**config.mk**
```make
export PLATFORM = sky130hd
export DESIGN_NAME = mips_multicycle_ctrl
export DESIGN_NICKNAME = d
export VERILOG_FILES = /design/src/rtl/mips_multicycle_ctrl.sv
export SDC_FILE = /design/constraint.sdc
export NUM_CORES = 1
export LEC_CHECK = 0
export CELL_PAD_IN_SITES_DETAIL_PLACEMENT = 1
export CELL_PAD_IN_SITES_GLOBAL_PLACEMENT = 1
export CORE_MARGIN = 5
export CORE_UTILIZATION = 34
export DETAILED_ROUTE_END_ITERATION = 16
export PLACE_DENSITY = 0.8
export SYNTH_ARGS = -nofsm -noshare
export SYNTH_HDL_FRONTEND = slang
export SYNTH_SLANG_ARGS = --single-unit
```
**constraint.sdc**
```tcl
create_clock -name clk -period 2.25 [get_ports clk]
set_input_delay 0.45 -clock clk [delete_from_list [all_inputs] [get_ports clk]]
set_output_delay 0.45 -clock clk [all_outputs]
set_load 0.02 [all_outputs]
```
**src/rtl/mips_multicycle_ctrl.sv**
```systemverilog
// mips_multicycle_ctrl
//   Main control FSM for the multi-cycle MIPS stub datapath. Sequences
//   fetch / decode / execute / memory / writeback over one shared ALU, one
//   shared memory port and the register file, and counts retired
//   instructions.
//
// Build option:
//   MIPS_CTRL_BNE_EN - when defined, opcode 000101 (bne) is accepted and
//                      branches on ~zero; when undefined it is illegal.
//
// Ports:
//   clk, rstb          clock, synchronous active-low reset
//   opcode             IR[31:26], valid from DECODE onward
//   zero               ALU zero flag for the current cycle
//   mem_ready          memory access completes in the cycle it is 1
//   alu_op, alu_f_sel  ALU control (001 add, 010 sub, 100 decode F;
//                      F = funct when alu_f_sel = 0, opcode when 1)
//   alu_src_a/b        ALU operand selects
//   pc_source          PC next-value select
//   pc_write, ir_write PC / IR load strobes
//   i_or_d             memory address select (0 PC, 1 ALUOut)
//   mem_read/mem_write memory requests
//   reg_write, reg_dst, mem_to_reg  register file write control
//   illegal_op         one-cycle pulse in DECODE for an unsupported opcode
//   state              current state code (debug)
//   instr_count        retired instruction count, wraps modulo 2^CNT_W

module mips_multicycle_ctrl #(
  parameter int CNT_W = 32
) (
  input  logic             clk,
  input  logic             rstb,
  input  logic [5:0]       opcode,
  input  logic             zero,
  input  logic             mem_ready,
  output logic [2:0]       alu_op,
  output logic             alu_f_sel,
  output logic             alu_src_a,
  output logic [1:0]       alu_src_b,
  output logic [1:0]       pc_source,
  output logic             pc_write,
  output logic             ir_write,
  output logic             i_or_d,
  output logic             mem_read,
  output logic             mem_write,
  output logic             reg_write,
  output logic             reg_dst,
  output logic             mem_to_reg,
  output logic             illegal_op,
  output logic [3:0]       state,
  output logic [CNT_W-1:0] instr_count
);

  typedef enum logic [3:0] {
    S_FETCH     = 4'd0,
    S_DECODE    = 4'd1,
    S_MEM_ADDR  = 4'd2,
    S_MEM_READ  = 4'd3,
    S_MEM_WB    = 4'd4,
    S_MEM_WRITE = 4'd5,
    S_EXEC_R    = 4'd6,
    S_R_WB      = 4'd7,
    S_EXEC_I    = 4'd8,
    S_I_WB      = 4'd9,
    S_BRANCH    = 4'd10,
    S_JUMP      = 4'd11
  } state_t;

  localparam logic [CNT_W-1:0] CNT_ONE = {{(CNT_W-1){1'b0}}, 1'b1};

  state_t cur;

  logic pc_write_s, ir_write_s, mem_read_s, mem_write_s, reg_write_s, illegal_s;

`ifdef MIPS_CTRL_BNE_EN
  // Set in DECODE when the instruction is bne, so BRANCH inverts the test.
  logic bne_q;
`endif

  // Opcodes the controller knows how to sequence.
  function automatic logic op_legal(input logic [5:0] op);
    logic ok;
    ok = (op inside {6'b000000, 6'b100011, 6'b101011, 6'b000100, 6'b000010,
                     6'b001000, 6'b001100, 6'b001101, 6'b001110, 6'b001010});
`ifdef MIPS_CTRL_BNE_EN
    ok = ok | (op == 6'b000101);
`endif
    return ok;
  endfunction

  // State register, branch-kind flag and retired-instruction counter.
  always_ff @(posedge clk) begin
    if (!rstb) begin
      cur         <= S_FETCH;
      instr_count <= '0;
`ifdef MIPS_CTRL_BNE_EN
      bne_q       <= 1'b0;
`endif
    end else begin
      case (cur)
        S_FETCH: if (mem_ready) cur <= S_DECODE;
        S_DECODE: begin
`ifdef MIPS_CTRL_BNE_EN
          bne_q <= (opcode == 6'b000101);
`endif
          case (opcode)
            6'b000000:                         cur <= S_EXEC_R;
            6'b100011, 6'b101011:              cur <= S_MEM_ADDR;
            6'b000100:                         cur <= S_BRANCH;
`ifdef MIPS_CTRL_BNE_EN
            6'b000101:                         cur <= S_BRANCH;
`endif
            6'b000010:                         cur <= S_JUMP;
            6'b001000, 6'b001100, 6'b001101,
            6'b001110, 6'b001010:              cur <= S_EXEC_I;
            default:                           cur <= S_FETCH;
          endcase
        end
        S_MEM_ADDR: cur <= (opcode == 6'b101011) ? S_MEM_WRITE : S_MEM_READ;
        S_MEM_READ: if (mem_ready) cur <= S_MEM_WB;
        S_MEM_WRITE: begin
          if (mem_ready) begin
            cur         <= S_FETCH;
            instr_count <= instr_count + CNT_ONE;
          end
        end
        S_EXEC_R: cur <= S_R_WB;
        S_EXEC_I: cur <= S_I_WB;
        S_MEM_WB, S_R_WB, S_I_WB, S_BRANCH, S_JUMP: begin
          cur         <= S_FETCH;
          instr_count <= instr_count + CNT_ONE;
        end
        default: cur <= S_FETCH;
      endcase
    end
  end

  // Per-state output decode; only the qualified strobes look at inputs.
  always_comb begin
    alu_op      = 3'b001;
    alu_f_sel   = 1'b0;
    alu_src_a   = 1'b0;
    alu_src_b   = 2'b00;
    pc_source   = 2'b00;
    i_or_d      = 1'b0;
    reg_dst     = 1'b0;
    mem_to_reg  = 1'b0;
    pc_write_s  = 1'b0;
    ir_write_s  = 1'b0;
    mem_read_s  = 1'b0;
    mem_write_s = 1'b0;
    reg_write_s = 1'b0;
    illegal_s   = 1'b0;
    case (cur)
      S_FETCH: begin
        mem_read_s = 1'b1;
        alu_src_b  = 2'b01;
        ir_write_s = mem_ready;
        pc_write_s = mem_ready;
      end
      S_DECODE: begin
        alu_src_b = 2'b11;
        illegal_s = ~op_legal(opcode);
      end
      S_MEM_ADDR: begin
        alu_src_a = 1'b1;
        alu_src_b = 2'b10;
      end
      S_MEM_READ: begin
        mem_read_s = 1'b1;
        i_or_d     = 1'b1;
      end
      S_MEM_WB: begin
        reg_write_s = 1'b1;
        mem_to_reg  = 1'b1;
      end
      S_MEM_WRITE: begin
        mem_write_s = 1'b1;
        i_or_d      = 1'b1;
      end
      S_EXEC_R: begin
        alu_src_a = 1'b1;
        alu_op    = 3'b100;
      end
      S_R_WB: begin
        reg_write_s = 1'b1;
        reg_dst     = 1'b1;
      end
      S_EXEC_I: begin
        alu_src_a = 1'b1;
        alu_src_b = 2'b10;
        alu_op    = 3'b100;
        alu_f_sel = 1'b1;
      end
      S_I_WB: begin
        reg_write_s = 1'b1;
      end
      S_BRANCH: begin
        alu_src_a = 1'b1;
        alu_op    = 3'b010;
        pc_source = 2'b01;
`ifdef MIPS_CTRL_BNE_EN
        pc_write_s = bne_q ? ~zero : zero;
`else
        pc_write_s = zero;
`endif
      end
      S_JUMP: begin
        pc_source  = 2'b10;
        pc_write_s = 1'b1;
      end
      default: begin
        alu_op = 3'b001;
      end
    endcase
  end

  // Strobes are held off for the whole reset so an abandoned instruction
  // cannot write anything.
  assign pc_write   = pc_write_s  & rstb;
  assign ir_write   = ir_write_s  & rstb;
  assign mem_read   = mem_read_s  & rstb;
  assign mem_write  = mem_write_s & rstb;
  assign reg_write  = reg_write_s & rstb;
  assign illegal_op = illegal_s   & rstb;
  assign state      = cur;

endmodule

```
## Yosys cells after proc, flatten, opt, wreduce, memory -nomap -nowiden

Index checks and enable logic that the tools add are counted.

- Add/sub/neg operators: 1
- Equal/unequal tests: 23
- Multiplexer cells: 22
- Bitwise gates (word level): 7
- Reduce and logical (&&, ||, !) cells: 15

Operators with widths:

| operator | number |
|---|---|
| case mux 32 bit (2 select lines) | 1 |
| adder 32 x 1 -> 32 bit, second input constant | 1 |
| 2-to-1 mux 32 bit | 1 |
| equality test 6 x 4 -> 1 bit, second input constant | 5 |
| case mux 4 bit (7 select lines) | 1 |
| case mux 4 bit (5 select lines) | 1 |
| equality test 4 x 3 -> 1 bit, second input constant | 4 |
| equality test 4 bit, second input constant | 4 |
| equality test 6 bit, second input constant | 2 |
| 2-to-1 mux 4 bit | 3 |
| 2-to-1 mux 1 bit | 10 |
| nonzero test 10 bit | 1 |
| OR reduction 2 bit | 5 |
| OR reduction 5 bit | 2 |
| equality test 4 x 2 -> 1 bit, second input constant | 2 |
| AND 1 bit | 6 |
| equality test 6 x 2 -> 1 bit, second input constant | 1 |
| equality test 6 x 3 -> 1 bit, second input constant | 1 |
| logical NOT 6 bit | 1 |
| inequality test 2 bit, second input constant | 3 |
| case mux 2 bit (3 select lines) | 1 |
| case mux 3 bit (2 select lines) | 1 |
| equality test 4 x 1 -> 1 bit, second input constant | 1 |
| logical NOT 4 bit | 1 |
| other kinds (9) | 9 |

- Bits in registers: 36
- Bits of input ports: 10
- Output and inout port bits: 54
- Word-level logic and storage cells: 70

## Logic depth before layout (Yosys ltp)

- Depth after elaboration: 5
- Gate-level depth with buffers: 7
- Gate-level depth less buffers: 5

## Worst setup path before layout

No wires, ideal clock.

- Kind: register to output
- Start point: register cur[0] (netlist: state[0])
- End point: output illegal_op
- Arrival time: 2.390 ns
- Required time: 1.800 ns
- Path slack: -0.590 ns
- Stages on the path, launching flop included: 4
- Path buffers: 1
- Cell sequence: dfxtp_1 buf_2 or4b_2 a2111oi_0

- Word-level cells in the longest chain between the ends: 3

RTL lines:

| item | RTL line | text |
|---|---|---|
| from (decl) | 71 | `state_t cur;` |
| from (signal assigned) | 119 | `S_MEM_ADDR: cur <= (opcode == 6'b101011) ? S_MEM_WRITE : S_MEM_READ;` |
| equality test 4 x 1 -> 1 bit | 154 | `case (cur)` |
| 2-to-1 mux 1 bit | 154 |  |
| AND 1 bit | 225 | `assign illegal_op = illegal_s & rstb;` |
| to (decl) | 49 | `output logic illegal_op,` |

No other way between the ends.

## Worst setup path after layout

- Start point: input opcode[3]
- End point: output illegal_op

- Word-level cells in the longest chain between the ends: 5
- Elaborated cells between the ends (all ways): 14
- Those cells by class: 9 x eq/ne; 1 x mux; 2 x bitwise; 2 x reduce/logical

RTL lines:

| item | RTL line | text |
|---|---|---|
| from (decl) | 33 | `input logic [5:0] opcode,` |
| equality test 6 bit, or another cell as far along | 83 | `ok = (op inside {6'b000000, 6'b100011, 6'b101011, 6'b000100, 6'b000010,` |
| nonzero test 10 bit * | 83 |  |
| NOT 1 bit * | 163 | `illegal_s = ~op_legal(opcode);` |
| 2-to-1 mux 1 bit * | 154 |  |
| AND 1 bit * | 225 |  |

Every way passes the cells marked *; elsewhere a longest branch is shown, timed or not.

==> results.txt <==
status = finished clean
M3 GR Usage = 0.04500
register area share after synthesis = 0.3286
post-CTS setup buffer count = 0
critical path class = primary input to output port
worst path required time = 1.80 ns
TNS Setup = 0 ns
Worst-Skew Late Latency = 0.29 ns
Peak VDD IR = 206.3 uV
Setup crit end kind = output port
Post-Syn Area = 0.002193 mm^2
data arrival time of the worst path = 1.74 ns
Max Slew Vio Count = 0
# setup viols final = 0
total nets after synthesis = 289
period utilisation layout = 0.9716
layout cells sized above 1 = 0.1547
Fin Clk Skew = 0.01228 ns
WL final = 7.144 mm
initial antenna violation count = 0
first-pass GRT wire length = 12.01 mm
Min-Delay Path Class = flip-flop to flip-flop
drt wl/cell = 16.27 um
max-capacitance violation count = 0
YS warnings = 0
Seq cells post-synth = 36
number of CTS-inserted buffers = 5
Final Util = 0.5030
RR Startpoint = state[2]$_SDFFE_PN0P_
worst slew pin tran = 0.5235 ns
met2 Use GR = 0.2829
Remaining DRCs = 0
CP Launch Type = primary input
hold_sp = instr_count[31]$_SDFFE_PN0P_
commonest non-fill, non-tap cells in the layout = 44 x clkdlybuf4s50_1, 36 x dfxtp_1, 35 x buf_4
R2R setup slack = 0.18 ns
Initial Utilization = 0.3474
vias in the first global route = 2546
Buffers on Ports = 63
routability congestion estimate = 0.7625
Critical Path, Cell by Cell = clkdlybuf4s50_1, a2111o_1, a21oi_2, a2111oi_2, buf_2
Fin. Hold Viols = 0
asr flop ratio synth = 0
Max clock buf depth = 2
PD cells = 386.3 mW/mm^2
# clock sinks = 36
initial DRC count = 53
FILL cells = 785
Placement Rows = 29
Clock Pin Slew Worst Setup and Hold Paths = 0.07 ns
Mapped Avg Cell Area = 7.890 um^2
hold_buf cts = 0
most common cell after layout, fill and taps aside = clkdlybuf4s50_1
GRT Total Usage = 0.1705
largest net degree at the start of global routing = 29
synthesized instance count = 278
Avg Vias per Cell = 5.583
core area = 0.006314 mm^2
Worst path slowest cell = clkdlybuf4s50_1
die height = 90.32 um
Overflow after GRT = 0
Post-synth top flop = dfxtp_1
busiest layer in global routing = met2
maximum operating frequency = 0.4574 GHz
Slew headroom = 0.6420
# diodes = 0
DIE AREA = 0.008158 mm^2
number of enable flip-flop cells after synthesis = 0
largest fanout on the critical path = 3
Final min period = 2.186 ns
Final HPWL DP = 5.140 mm
Leak = 1.165 nW
CP max stage delay = 0.47 ns
Via Count = 2451
CTS root buffer = clkbuf_8
die width = 90.32 um
TritonCTS clock tree = built
final net count = 373
post-synth cell types = 49
drt pass-1 iters = 4
H-tree Lvls = 2
worst setup path startpoint = opcode[3]
I/O pin count = 64
Detail Route Antenna Nets = 0
M1 GR Usage = 0.2186
synthesis-to-finish area growth = 44.78%
[through the flow]
step / hold WS [ns] / power [W] / cells / instance area (um^2) / setup WS [ns]
after floorplan: 0.5405 / 0.0007229 / 278 / 2205 / -0.09520
after global placement: 0.4575 / 0.0008043 / 432 / 3109 / -0.3598
after detailed placement: 0.4572 / 0.0008084 / 432 / 3109 / -0.4158
after CTS: 0.4772 / 0.001240 / 439 / 3174 / 0.001370
after global routing: 0.4906 / 0.001275 / 439 / 3176 / -0.004792
final: 0.4731 / 0.001227 / 439 / 3176 / 0.06380
[path summary, 6_finish.rpt]
kind / endpoint / cells past startpoint
max: illegal_op / 5
min: instr_count[31]$_SDFFE_PN0P_ / 2
max reg2reg: instr_count[18]$_SDFFE_PN0P_ / 7
min reg2reg: instr_count[31]$_SDFFE_PN0P_ / 2
[layout make-up]
| cell class | instances | area [um^2] | share of cell area |
|---|---|---|---|
| clock buffer | 6 | 72.57 | 0.02285 |
| inverter | 8 | 30.03 | 0.009456 |
| clock inverter | 1 | 5.005 | 0.001576 |
| timing repair buffer | 99 | 887.1 | 0.2794 |
| sequential | 36 | 720.7 | 0.2269 |
| multi-input combinational | 212 | 1364 | 0.4295 |
| tap | 77 | 96.34 | 0.03034 |
[cell usage after synthesis (2+ instances only)]
cell	number	area, um^2
mux2i_1	9	90.09
nor2_1	15	56.30
or3_1	6	37.54
and3_1	8	50.05
o21ai_0	11	55.05
o21a_1	6	45.04
dfxtp_1	36	720.7
inv_1	8	30.03
nand2_1	21	78.83
a21oi_1	25	125.1
nand4_1	8	50.05
o31ai_1	13	97.59
a2111oi_0	2	17.52
buf_2	9	45.04
and4_1	4	35.03
nand3_1	11	55.05
nor4_1	10	62.56
nor2b_1	4	25.02
o31a_1	2	17.52
xor2_1	3	26.28
nor3_1	4	20.02
nor3b_1	2	15.01
clkbuf_1	10	37.54
nand2b_1	11	68.82
or4_1	14	105.1
o211ai_1	3	22.52
[report_power, final]
part	switching, W	internal [W]	total (W)
sequential	0.00000100	0.000639	0.000640
combinational	0.0000817	0.0000683	0.000150
clock	0.000226	0.000211	0.000437
[registers in the layout, indices dropped and copies added (netlist names)]
name / count
instr_count: 32
state: 4
[routing by layer]
layer / wire length, um / part of all wire
met4: 77 / 0.011
met5: 0 / 0
met3: 303 / 0.042
met1: 3326 / 0.47
met2: 3437 / 0.48
[kinds of logic (layout without fill, tap and decap cells)]
logic type | count (synthesis) | count (layout) | share of synthesized area
AOI/OAI and AO/OA | 73 | 73 | 0.2156
DFF | 36 | 36 | 0.3286
and+or+nand+nor | 125 | 125 | 0.3314
adders and majority gates | 1 | 1 | 0.005704
muxes | 9 | 9 | 0.04107
xor gates and xnor gates | 4 | 4 | 0.01598
buffers and inverters | 30 | 114 | 0.06161
[worst max-delay path, delay by kind of cell]
family | cells | cell delay (ns)
buffers and inverters | 2 | 0.64
AOI/OAI and AO/OA | 3 | 0.65
[what timing repair did]
action                                  4_1_cts  5_1_grt
resized for setup                            26       11
endpoints found under the setup margin       16        9
pin swaps                                     0        2
Note: power is estimated with default switching activity, not from simulation.
